`config.mk`:
```
export PLATFORM = sky130hd
export DESIGN_NAME = rect_gravity_ctl
export DESIGN_NICKNAME = d
export VERILOG_FILES = /design/src/rtl/rect_phys_pkg.sv /design/src/rtl/rect_gravity_ctl_tick_gen.sv /design/src/rtl/rect_gravity_ctl.sv
export SDC_FILE = /design/constraint.sdc
export NUM_CORES = 1
export LEC_CHECK = 0
export CAP_MARGIN = 5
export CORE_ASPECT_RATIO = 1.25
export CORE_MARGIN = 3
export CORE_UTILIZATION = 38
export DETAILED_ROUTE_END_ITERATION = 8
export SYNTH_ARGS = -nofsm -noshare
export SYNTH_HDL_FRONTEND = slang
export SYNTH_SLANG_ARGS = --single-unit
```
`constraint.sdc`:
```
create_clock -name clk -period 6.3 [get_ports clk]
set_clock_uncertainty 0.1 [all_clocks]
set_input_delay 0.945 -clock clk [delete_from_list [all_inputs] [get_ports clk]]
set_output_delay 0.945 -clock clk [all_outputs]
set_load 0.05 [all_outputs]
```
`src/rtl/rect_phys_pkg.sv`:
```
// Shared types and constants for the draggable-rectangle physics controller.
//   rect_state_t : controller mode (FOLLOW / FALL / RISE / REST)
//   pos_t        : integer pixel coordinate, 12 bits
//   ypos_fp_t    : fixed-point vertical position container. It is wide enough for a
//                  12-bit integer part, any FRAC_BITS up to 16, and headroom for adding
//                  a full-scale velocity without wrapping.
//   clamp_pos    : min() helper for pixel coordinates
package rect_phys_pkg;

    typedef enum logic [1:0] {
        FOLLOW = 2'd0,
        FALL   = 2'd1,
        RISE   = 2'd2,
        REST   = 2'd3
    } rect_state_t;

    localparam int POS_W = 12;
    localparam int YFP_W = 32;

    localparam int SCREEN_W_DEF = 800;
    localparam int SCREEN_H_DEF = 600;
    localparam int RECT_W_DEF   = 48;
    localparam int RECT_H_DEF   = 64;

    typedef logic [POS_W-1:0] pos_t;
    typedef logic [YFP_W-1:0] ypos_fp_t;

    function automatic pos_t clamp_pos(input pos_t v, input pos_t lim);
        return (v > lim) ? lim : v;
    endfunction

endpackage

```
`src/rtl/rect_gravity_ctl_tick_gen.sv`:
```
// Free-running physics-tick prescaler.
//   i_clk  : clock
//   i_rst  : async active-high reset, clears the counter to 0
//   o_tick : high for exactly one cycle while the counter sits at DIV-1,
//            i.e. once every DIV cycles
module tick_gen #(
    parameter int DIV = 650000
) (
    input  logic i_clk,
    input  logic i_rst,
    output logic o_tick
);

    localparam int CNT_W = (DIV > 1) ? $clog2(DIV) : 1;
    localparam logic [CNT_W-1:0] LAST = CNT_W'(DIV - 1);

    logic [CNT_W-1:0] r_cnt;

    always_ff @(posedge i_clk or posedge i_rst) begin
        if (i_rst) begin
            r_cnt <= '0;
        end else if (r_cnt == LAST) begin
            r_cnt <= '0;
        end else begin
            r_cnt <= r_cnt + 1'b1;
        end
    end

    assign o_tick = (r_cnt == LAST);

endmodule

```
`src/rtl/rect_gravity_ctl.sv`:
```
// Position controller for the draggable rectangle.
// While in FOLLOW the rectangle tracks the mouse, clamped so it stays on screen.
// A click (rising edge of the left button) drops it, and gravity then acts once per
// physics tick. On hitting the floor it bounces with its velocity halved, and it stops
// once the bounce is too weak. A click while airborne or resting grabs it back.
//   clk, rst           : clock, async active-high reset
//   mouse_left         : left button level (synchronous to clk)
//   mouse_x_position   : mouse x, px
//   mouse_y_position   : mouse y, px
//   xpos, ypos         : rectangle top-left corner, px
//   airborne           : high in FALL or RISE
//   dbg_state          : current controller state (rect_state_t encoding)
//   dbg_vel            : current velocity magnitude, FRAC units
module rect_gravity_ctl
    import rect_phys_pkg::*;
#(
    parameter int SCREEN_W     = SCREEN_W_DEF,
    parameter int SCREEN_H     = SCREEN_H_DEF,
    parameter int RECT_W       = RECT_W_DEF,
    parameter int RECT_H       = RECT_H_DEF,
    parameter int FRAC_BITS    = 8,
    parameter int VEL_W        = 20,
    parameter int GRAVITY      = 64,
    parameter int TICK_DIV     = 650000,
    parameter int BOUNCE_SHIFT = 1,
    parameter int REST_VEL     = 128
) (
    input  logic              clk,
    input  logic              rst,
    input  logic              mouse_left,
    input  logic [11:0]       mouse_x_position,
    input  logic [11:0]       mouse_y_position,
    output logic [11:0]       xpos,
    output logic [11:0]       ypos,
    output logic              airborne,
    output logic [1:0]        dbg_state,
    output logic [VEL_W-1:0]  dbg_vel
);

    localparam int FLOOR_PX = SCREEN_H - RECT_H;
    localparam int XMAX_PX  = SCREEN_W - RECT_W;

    localparam pos_t             FLOOR_POS = pos_t'(FLOOR_PX);
    localparam pos_t             XMAX_POS  = pos_t'(XMAX_PX);
    localparam ypos_fp_t         FLOOR_FP  = ypos_fp_t'(FLOOR_PX) << FRAC_BITS;
    localparam logic [VEL_W-1:0] GRAV_V    = VEL_W'(GRAVITY);
    localparam logic [VEL_W-1:0] REST_V    = VEL_W'(REST_VEL);

    rect_state_t      r_state;
    logic             r_btn_q;
    logic             r_airborne;
    pos_t             r_x;
    ypos_fp_t         r_y_fp;
    logic [VEL_W-1:0] r_vel;

    logic             w_tick;
    logic             w_click;
    logic [VEL_W:0]   w_vel_sum;
    logic [VEL_W-1:0] w_vel_up;
    logic [VEL_W-1:0] w_vel_bounce;
    logic [VEL_W-1:0] w_vel_dn;
    ypos_fp_t         w_vel_dn_fp;
    ypos_fp_t         w_y_down;
    ypos_fp_t         w_y_follow;

    tick_gen #(
        .DIV (TICK_DIV)
    ) u_tick_gen (
        .i_clk  (clk),
        .i_rst  (rst),
        .o_tick (w_tick)
    );

    assign w_click = mouse_left & ~r_btn_q;

    // Falling: the extra carry bit catches overflow so the velocity pins at all-ones
    // instead of wrapping.
    assign w_vel_sum    = {1'b0, r_vel} + {1'b0, GRAV_V};
    assign w_vel_up     = w_vel_sum[VEL_W] ? '1 : w_vel_sum[VEL_W-1:0];
    assign w_vel_bounce = w_vel_up >> BOUNCE_SHIFT;
    assign w_y_down     = r_y_fp + ypos_fp_t'(w_vel_up);

    // Rising: only used when r_vel > GRAVITY, so the subtraction cannot underflow.
    assign w_vel_dn    = r_vel - GRAV_V;
    assign w_vel_dn_fp = ypos_fp_t'(w_vel_dn);

    assign w_y_follow = ypos_fp_t'(clamp_pos(mouse_y_position, FLOOR_POS)) << FRAC_BITS;

    always_ff @(posedge clk or posedge rst) begin
        if (rst) begin
            r_state    <= FOLLOW;
            r_btn_q    <= 1'b0;
            r_airborne <= 1'b0;
            r_x        <= '0;
            r_y_fp     <= '0;
            r_vel      <= '0;
        end else begin
            r_btn_q <= mouse_left;
            case (r_state)
                FOLLOW: begin
                    if (w_click) begin
                        // Position is frozen at its current value on the drop cycle.
                        r_state    <= FALL;
                        r_airborne <= 1'b1;
                        r_vel      <= '0;
                    end else begin
                        r_x    <= clamp_pos(mouse_x_position, XMAX_POS);
                        r_y_fp <= w_y_follow;
                    end
                end
                FALL: begin
                    if (w_click) begin
                        r_state    <= FOLLOW;
                        r_airborne <= 1'b0;
                        r_vel      <= '0;
                    end else if (w_tick) begin
                        if (w_y_down >= FLOOR_FP) begin
                            r_y_fp <= FLOOR_FP;
                            if (w_vel_bounce < REST_V) begin
                                r_state    <= REST;
                                r_airborne <= 1'b0;
                                r_vel      <= '0;
                            end else begin
                                r_state <= RISE;
                                r_vel   <= w_vel_bounce;
                            end
                        end else begin
                            r_y_fp <= w_y_down;
                            r_vel  <= w_vel_up;
                        end
                    end
                end
                RISE: begin
                    if (w_click) begin
                        r_state    <= FOLLOW;
                        r_airborne <= 1'b0;
                        r_vel      <= '0;
                    end else if (w_tick) begin
                        if (r_vel <= GRAV_V) begin
                            // Apex: height holds for this tick, then the fall starts.
                            r_state <= FALL;
                            r_vel   <= '0;
                        end else if (r_y_fp <= w_vel_dn_fp) begin
                            // Ceiling: clamp to the top edge and start falling.
                            r_y_fp  <= '0;
                            r_state <= FALL;
                            r_vel   <= '0;
                        end else begin
                            r_y_fp <= r_y_fp - w_vel_dn_fp;
                            r_vel  <= w_vel_dn;
                        end
                    end
                end
                REST: begin
                    if (w_click) begin
                        r_state    <= FOLLOW;
                        r_airborne <= 1'b0;
                    end else begin
                        r_y_fp <= FLOOR_FP;
                    end
                    r_vel <= '0;
                end
                default: begin
                    r_state    <= FOLLOW;
                    r_airborne <= 1'b0;
                    r_vel      <= '0;
                end
            endcase
        end
    end

    assign xpos      = r_x;
    assign ypos      = r_y_fp[FRAC_BITS +: POS_W];
    assign airborne  = r_airborne;
    assign dbg_state = r_state;
    assign dbg_vel   = r_vel;

endmodule
```
# Word level (Yosys, flattened, before mapping)

Cells that the tools add are included.

Add/subtract/negate cells: 5
Magnitude comparators: 6
Equality and inequality tests: 19
Muxes and demuxes: 42
Bitwise logic cells: 3
Reductions and logical operators: 7

Operators with widths:

| kind                  | count |
|---|---|
| $mux 32               | 9 |
| $mux 20               | 10 |
| $pmux 32 s4           | 1 |
| $pmux 20 s4           | 1 |
| $add 32x20->32        | 1 |
| $ge 32x18->1 const B  | 1 |
| $le 32x20->1          | 1 |
| $sub 32x20->32        | 1 |
| $gt 12x10->1 const B  | 2 |
| $mux 12               | 2 |
| $add 20x7->21 const B | 1 |
| $add 20x1->20 const B | 1 |
| $eq 20x20->1 const B  | 1 |
| $le 20x7->1 const B   | 1 |
| $sub 20x7->20 const B | 1 |
| $lt 19x8->1 const B   | 1 |
| $mux 19               | 1 |
| $mux 2                | 9 |
| $ne 2x2->1 const B    | 7 |
| $pmux 2 s4            | 1 |
| $mux 1                | 7 |
| $reduce_and 7->1      | 1 |
| $ne 2x1->1 const B    | 3 |
| $ne 3x2->1 const B    | 2 |
| other kinds (13)      | 16 |

Bits in registers: 88
Bits of input ports: 27
Output and inout port bits: 47
Word-level logic and storage cells: 89

# Logic depth before layout (Yosys ltp)

Depth in word-level cells: 8
Mapped depth: 22
Depth with buffers taken out: 18

# Hierarchy

From an unflattened synthesis, not the netlist that was laid out.

Cells, all modules: 967
Area, all modules: 7,962.6 um2

By module, submodules not included:

| module           | instances | cells each | area each (um2) |
|---|---|---|---|
| rect_gravity_ctl | 1         | 875        | 6,986.7 |
| tick_gen         | 1         | 92         | 975.9 |

# Worst setup path before layout

Ideal clock, no wire load.

Path kind: register -> register
Start: register r_vel[8] (netlist: dbg_vel[8])
End: register r_y_fp[12]
Arrival time: 4.633 ns
Path slack: 1.443 ns
Stages on the path, launching flop included: 20
Path buffers: 4
Clock period less this slack: 4.857 ns
Cells stage by stage: dfrtp_1 clkbuf_1 and3_1 clkbuf_1 nand2b_1 nor2_1 nand3_1 mux2i_1 inv_1 ha_1 clkbuf_1 a221o_1 and3_4 or4_1 o21a_1 nor4b_4 o21a_4 buf_12 a211oi_1 a211o_1

Cells in the longest elaborated chain, start to end: 8
Elaborated cells between the ends (all ways): 18
Those cells by class: 4 x add/sub; 3 x order compare; 1 x eq/ne; 9 x mux; 1 x reduce/logical

Ends and longest elaborated chain:

| what                   | line                    | text |
|---|---|---|
| start, declared        | rect_gravity_ctl.sv:54  | `logic [VEL_W-1:0] r_vel;` |
| start signal, assigned | rect_gravity_ctl.sv:125 | `r_vel <= w_vel_bounce;` |
| start signal, assigned | rect_gravity_ctl.sv:129 | `r_vel <= w_vel_up;` |
| start signal, assigned | rect_gravity_ctl.sv:150 | `r_vel <= w_vel_dn;` |
| $add 20x7->21          | rect_gravity_ctl.sv:78  | `assign w_vel_sum = {1'b0, r_vel} + {1'b0, GRAV_V};` |
| $mux 20                | rect_gravity_ctl.sv:79  | `assign w_vel_up = w_vel_sum[VEL_W] ? '1 : w_vel_sum[VEL_W-1:0];` |
| $add 32x20->32         | rect_gravity_ctl.sv:81  | `assign w_y_down = r_y_fp + ypos_fp_t'(w_vel_up);` |
| $ge 32x18->1           | rect_gravity_ctl.sv:117 | `if (w_y_down >= FLOOR_FP) begin` |
| $mux 32                | rect_gravity_ctl.sv:117 |  |
| $mux 32                | rect_gravity_ctl.sv:116 | `end else if (w_tick) begin` |
| $mux 32                | rect_gravity_ctl.sv:112 | `if (w_click) begin` |
| $pmux 32 s4            | rect_gravity_ctl.sv:99  | `case (r_state)` |
| end signal, assigned   | rect_gravity_ctl.sv:108 | `r_y_fp <= w_y_follow;` |
| end signal, assigned   | rect_gravity_ctl.sv:128 | `r_y_fp <= w_y_down;` |
| end signal, assigned   | rect_gravity_ctl.sv:149 | `r_y_fp <= r_y_fp - w_vel_dn_fp;` |
| end, declared          | rect_gravity_ctl.sv:53  | `ypos_fp_t r_y_fp;` |

Parallel ways exist; a longest one is shown, timed or not. The select of a mux whose other input is x is not followed.
A chain may end at the register's enable or synchronous reset.

# Worst setup path in the final report

Start: register r_vel[6] (netlist: dbg_vel[6])
End: register r_vel[19] (netlist: dbg_vel[19])

Cells in the longest elaborated chain, start to end: 8
Elaborated cells between the ends (all ways): 15
Those cells by class: 3 x add/sub; 3 x order compare; 9 x mux

Ends and longest elaborated chain:

| what           | line |
|---|---|
| $add 20x7->21  | rect_gravity_ctl.sv:78 |
| $mux 20        | rect_gravity_ctl.sv:79 |
| $add 32x20->32 | rect_gravity_ctl.sv:81 |
| $ge 32x18->1   | rect_gravity_ctl.sv:117 |
| $mux 20        | rect_gravity_ctl.sv:117 |
| $mux 20        | rect_gravity_ctl.sv:116 |
| $mux 20        | rect_gravity_ctl.sv:112 |
| $pmux 20 s4 *  | rect_gravity_ctl.sv:99 |

Every way passes the cells marked *; elsewhere a longest branch is shown, timed or not. The select of a mux whose other input is x is not followed.

==> results.ini <==
[yosys]
async_flop_share_pct=100
post_synth.cell_area_avg_um2=8.07
synthDominantCellAreaShare_pct=27.8
synth_top_cell_by_area=dfrtp_1
ys_warn_count=0
synth_area_leaders=dfrtp_1 28%, ha_1 7.7%, nand2_1 4.9%
synthesis.area_mm2=0.00791
yosys.cell_types.count=87
synth_fp_nets=1059
synthCells=981
ys_seq_area_share_pct=27.8
ys_seq_elements=88
synth-edff-count=0
synth_ff_type=dfrtp_1

[floorplan]
die_area_mm2=0.0226
core.rowCount=58
die_h_um=167
die_x_um=135
core_mm2=0.0203
io-pin-count=74
start_util_pct=38.9

[global_routing]
grt_usage_pct=21.1
grt.overflow.total=0
grt_pass1_vias=7087
grt_max_degree=53
grt_pass1_wl_mm=38.3
antenna_found_initial=0

[power_and_ir_drop]
power.internal_w=0.00153
netSwitchingFraction_pct=50.8
cellPowerDensity_mw_per_mm2=346
ir_worst_vdd_mv=0.233
seqPwrFrac_pct=25.3
p_comb_share_pct=56.9
clkPwrFrac_pct=17.7
power_leakage_nw=3.95
p_switching_w=0.00158

[placed_design]
placed_area_mm2=0.00868
place_hpwl_mm=18.5
gp_congestion=0.958
port_buffers=73

[route]
drt_wl_total_mm=23.9
avgViaCountPerCell=5.74
dr.first_iter.drc_count=537
wire_per_inst_um=18.6
vias=7383
drc=0
ant_nets=0
drt_pre_antenna_iters=5

[clocking]
cts-hold-fix-buffers=0
cts_tree=built
cts_buffer_depth=2
ctsResizeCount=0
cts_buffers=9
worstSkewPairLatency_ns=0.36
clockRootBuffer=clkbuf_16
clock-sinks=88
htree_levels=3
clkTransAtPathRegs_ns=0.07
post_cts_buffers=0

[worst_setup_path]
path_cells=ha_1 > nand2_1 > nor2_1 > nand3_1 > nand2_1 > ha_1 > a21oi_1 > o21ai_1 > a311oi_1 > nand3_1 > a2111oi_0 > o221ai_1 > nor4b_4 > o21a_4 > nand2_2 > o41ai_2
critPathRequiredTime_ns=6.46
crit_slowest_cell=dfrtp_1
max_stage_delay_ns=0.54
cp.arrival_ns=5.88
critPathKind=register to register
endpoint_kind=register
cp_num_buf_inv=0
path_delay_family=compound AO/OA/AOI/OAI gates
path_max_fanout=21
start_kind=register

[status]
status=finished, final reports clean

[timing]
max_freq_ghz=0.175
finalMaxSlewViolations=0
worst_pin_slew_ns=1.05
layout_min_cycle_time_ns=5.73
slew_headroom_pct=29.8
setup_violations=0
timing.final.crit_share_pct=90.9
setup_tns_ns=0
rsz0062_at_grt=false
hold_viol=0

[cells_and_area]
final_net_count=1089
stdcell_area_mm2=0.00898
diodes=0
final_layout_size_suffix_gt1_share_pct=5.71
layout_commonest_cell=nand2_1
fin_util_pct=44.2
final_cell_mix=103 x nand2_1, 88 x dfrtp_1, 85 x nor2_1
area_growth_pct=13.5

[job]
drv_cap=0

[min_path]
hold_path_class=register to register

[through the flow]
stage	cells	total power [W]	hold slack (ns)	setup WS, ns
final	1286	0.00311	0.386	0.574
after global placement	1269	0.00253	0.370	0.822
after CTS	1285	0.00310	0.390	0.650
after floorplan	981	0.00221	0.348	1.44
after global routing	1286	0.00330	0.405	0.0822
after detailed placement	1269	0.00254	0.374	0.674
[power groups by stage]
stage	sequential [W]	clock [W]	combinational, W
after floorplan	0.000821	0	0.00138
after global placement	0.000794	0	0.00174
after detailed placement	0.000794	0	0.00175
after CTS	0.000784	0.000565	0.00175
after global routing	0.000797	0.000587	0.00191
final	0.000786	0.000551	0.00177
[routing by layer]
layer | track usage, % | vias to the layer above | wire [um]
met5 | 0 | - | 0
met4 | 8.07 | 0 | 770
met3 | 2.52 | 48 | 827
met2 | 36.8 | 184 | 11700
met1 | 26.6 | 3493 | 10600
li1 | - | 3658 | -
[cell families (layout without fill, tap and decap cells)]
group | after synthesis | count (layout) | synth area share, %
multiplexers | 15 | 15 | 1.90
adder cells (fa/ha/maj) | 51 | 51 | 8.25
buffers and inverters | 87 | 122 | 5.58
flip-flops | 88 | 88 | 27.8
AND/OR/NAND/NOR | 377 | 377 | 24.1
XOR/XNOR | 70 | 70 | 7.75
AO/OA/AOI/OAI | 293 | 293 | 24.6
[layout make-up]
type / instances / area [um2]
clock buffers: 9 / 225
clock inverters: 7 / 73.8
fillers: 2090 / 11300
inverters: 27 / 103
multi-input cells: 806 / 5270
flip-flops and latches: 88 / 2200
well taps: 270 / 338
repair buffers: 79 / 773
[state kept, by name (all words and copies together) (netlist names)]
signal and flops:
r_btn_q 1, dbg_vel 20, dbg_state 2, airborne 1
u_tick_gen.r_cnt 20, xpos 12, r_y_fp 32
[synthesized netlist by cell type (9+ instances only)]
| library cell | count |
|---|---|
| nand2b_1 | 9 |
| mux2i_1 | 15 |
| ha_1 | 49 |
| nand3_1 | 44 |
| dfrtp_1 | 88 |
| nor4_1 | 10 |
| clkbuf_1 | 29 |
| o21ai_0 | 46 |
| inv_1 | 27 |
| o21a_1 | 15 |
| a21oi_1 | 70 |
| buf_4 | 13 |
| xor2_1 | 31 |
| nand4_1 | 18 |
| xnor2_1 | 39 |
| nor3_1 | 32 |
| nor2_1 | 85 |
| nand2_1 | 103 |
| a21o_1 | 16 |
| a31oi_1 | 12 |
| or3_1 | 12 |
| buf_2 | 10 |
| o21ai_1 | 32 |
[worst paths after layout]
kind	start	to	slack, ns	depth (start not counted)
setup / recovery	dbg_vel[6]	dbg_vel[19]	0.57	16
hold / removal	xpos[11]	xpos[11]	0.39	1
setup reg to reg	dbg_vel[6]	dbg_vel[19]	0.57	16
hold reg to reg	xpos[11]	xpos[11]	0.39	1
max in group asynchronous	rst	dbg_vel[8]	4.07	3
min in group asynchronous	rst	r_y_fp[26]	0.91	2
[worst register-to-register path, cell delays in order, from the launching register on]
cell	delay [ns]
dfrtp_1	0.54
ha_1	0.26
nand2_1	0.10
nor2_1	0.34
nand3_1	0.50
nand2_1	0.36
ha_1	0.34
a21oi_1	0.23
o21ai_1	0.11
a311oi_1	0.43
nand3_1	0.18
a2111oi_0	0.44
o221ai_1	0.23
nor4b_4	0.33
o21a_4	0.38
nand2_2	0.34
o41ai_2	0.43
Note: power is estimated with default switching activity, not from simulation.
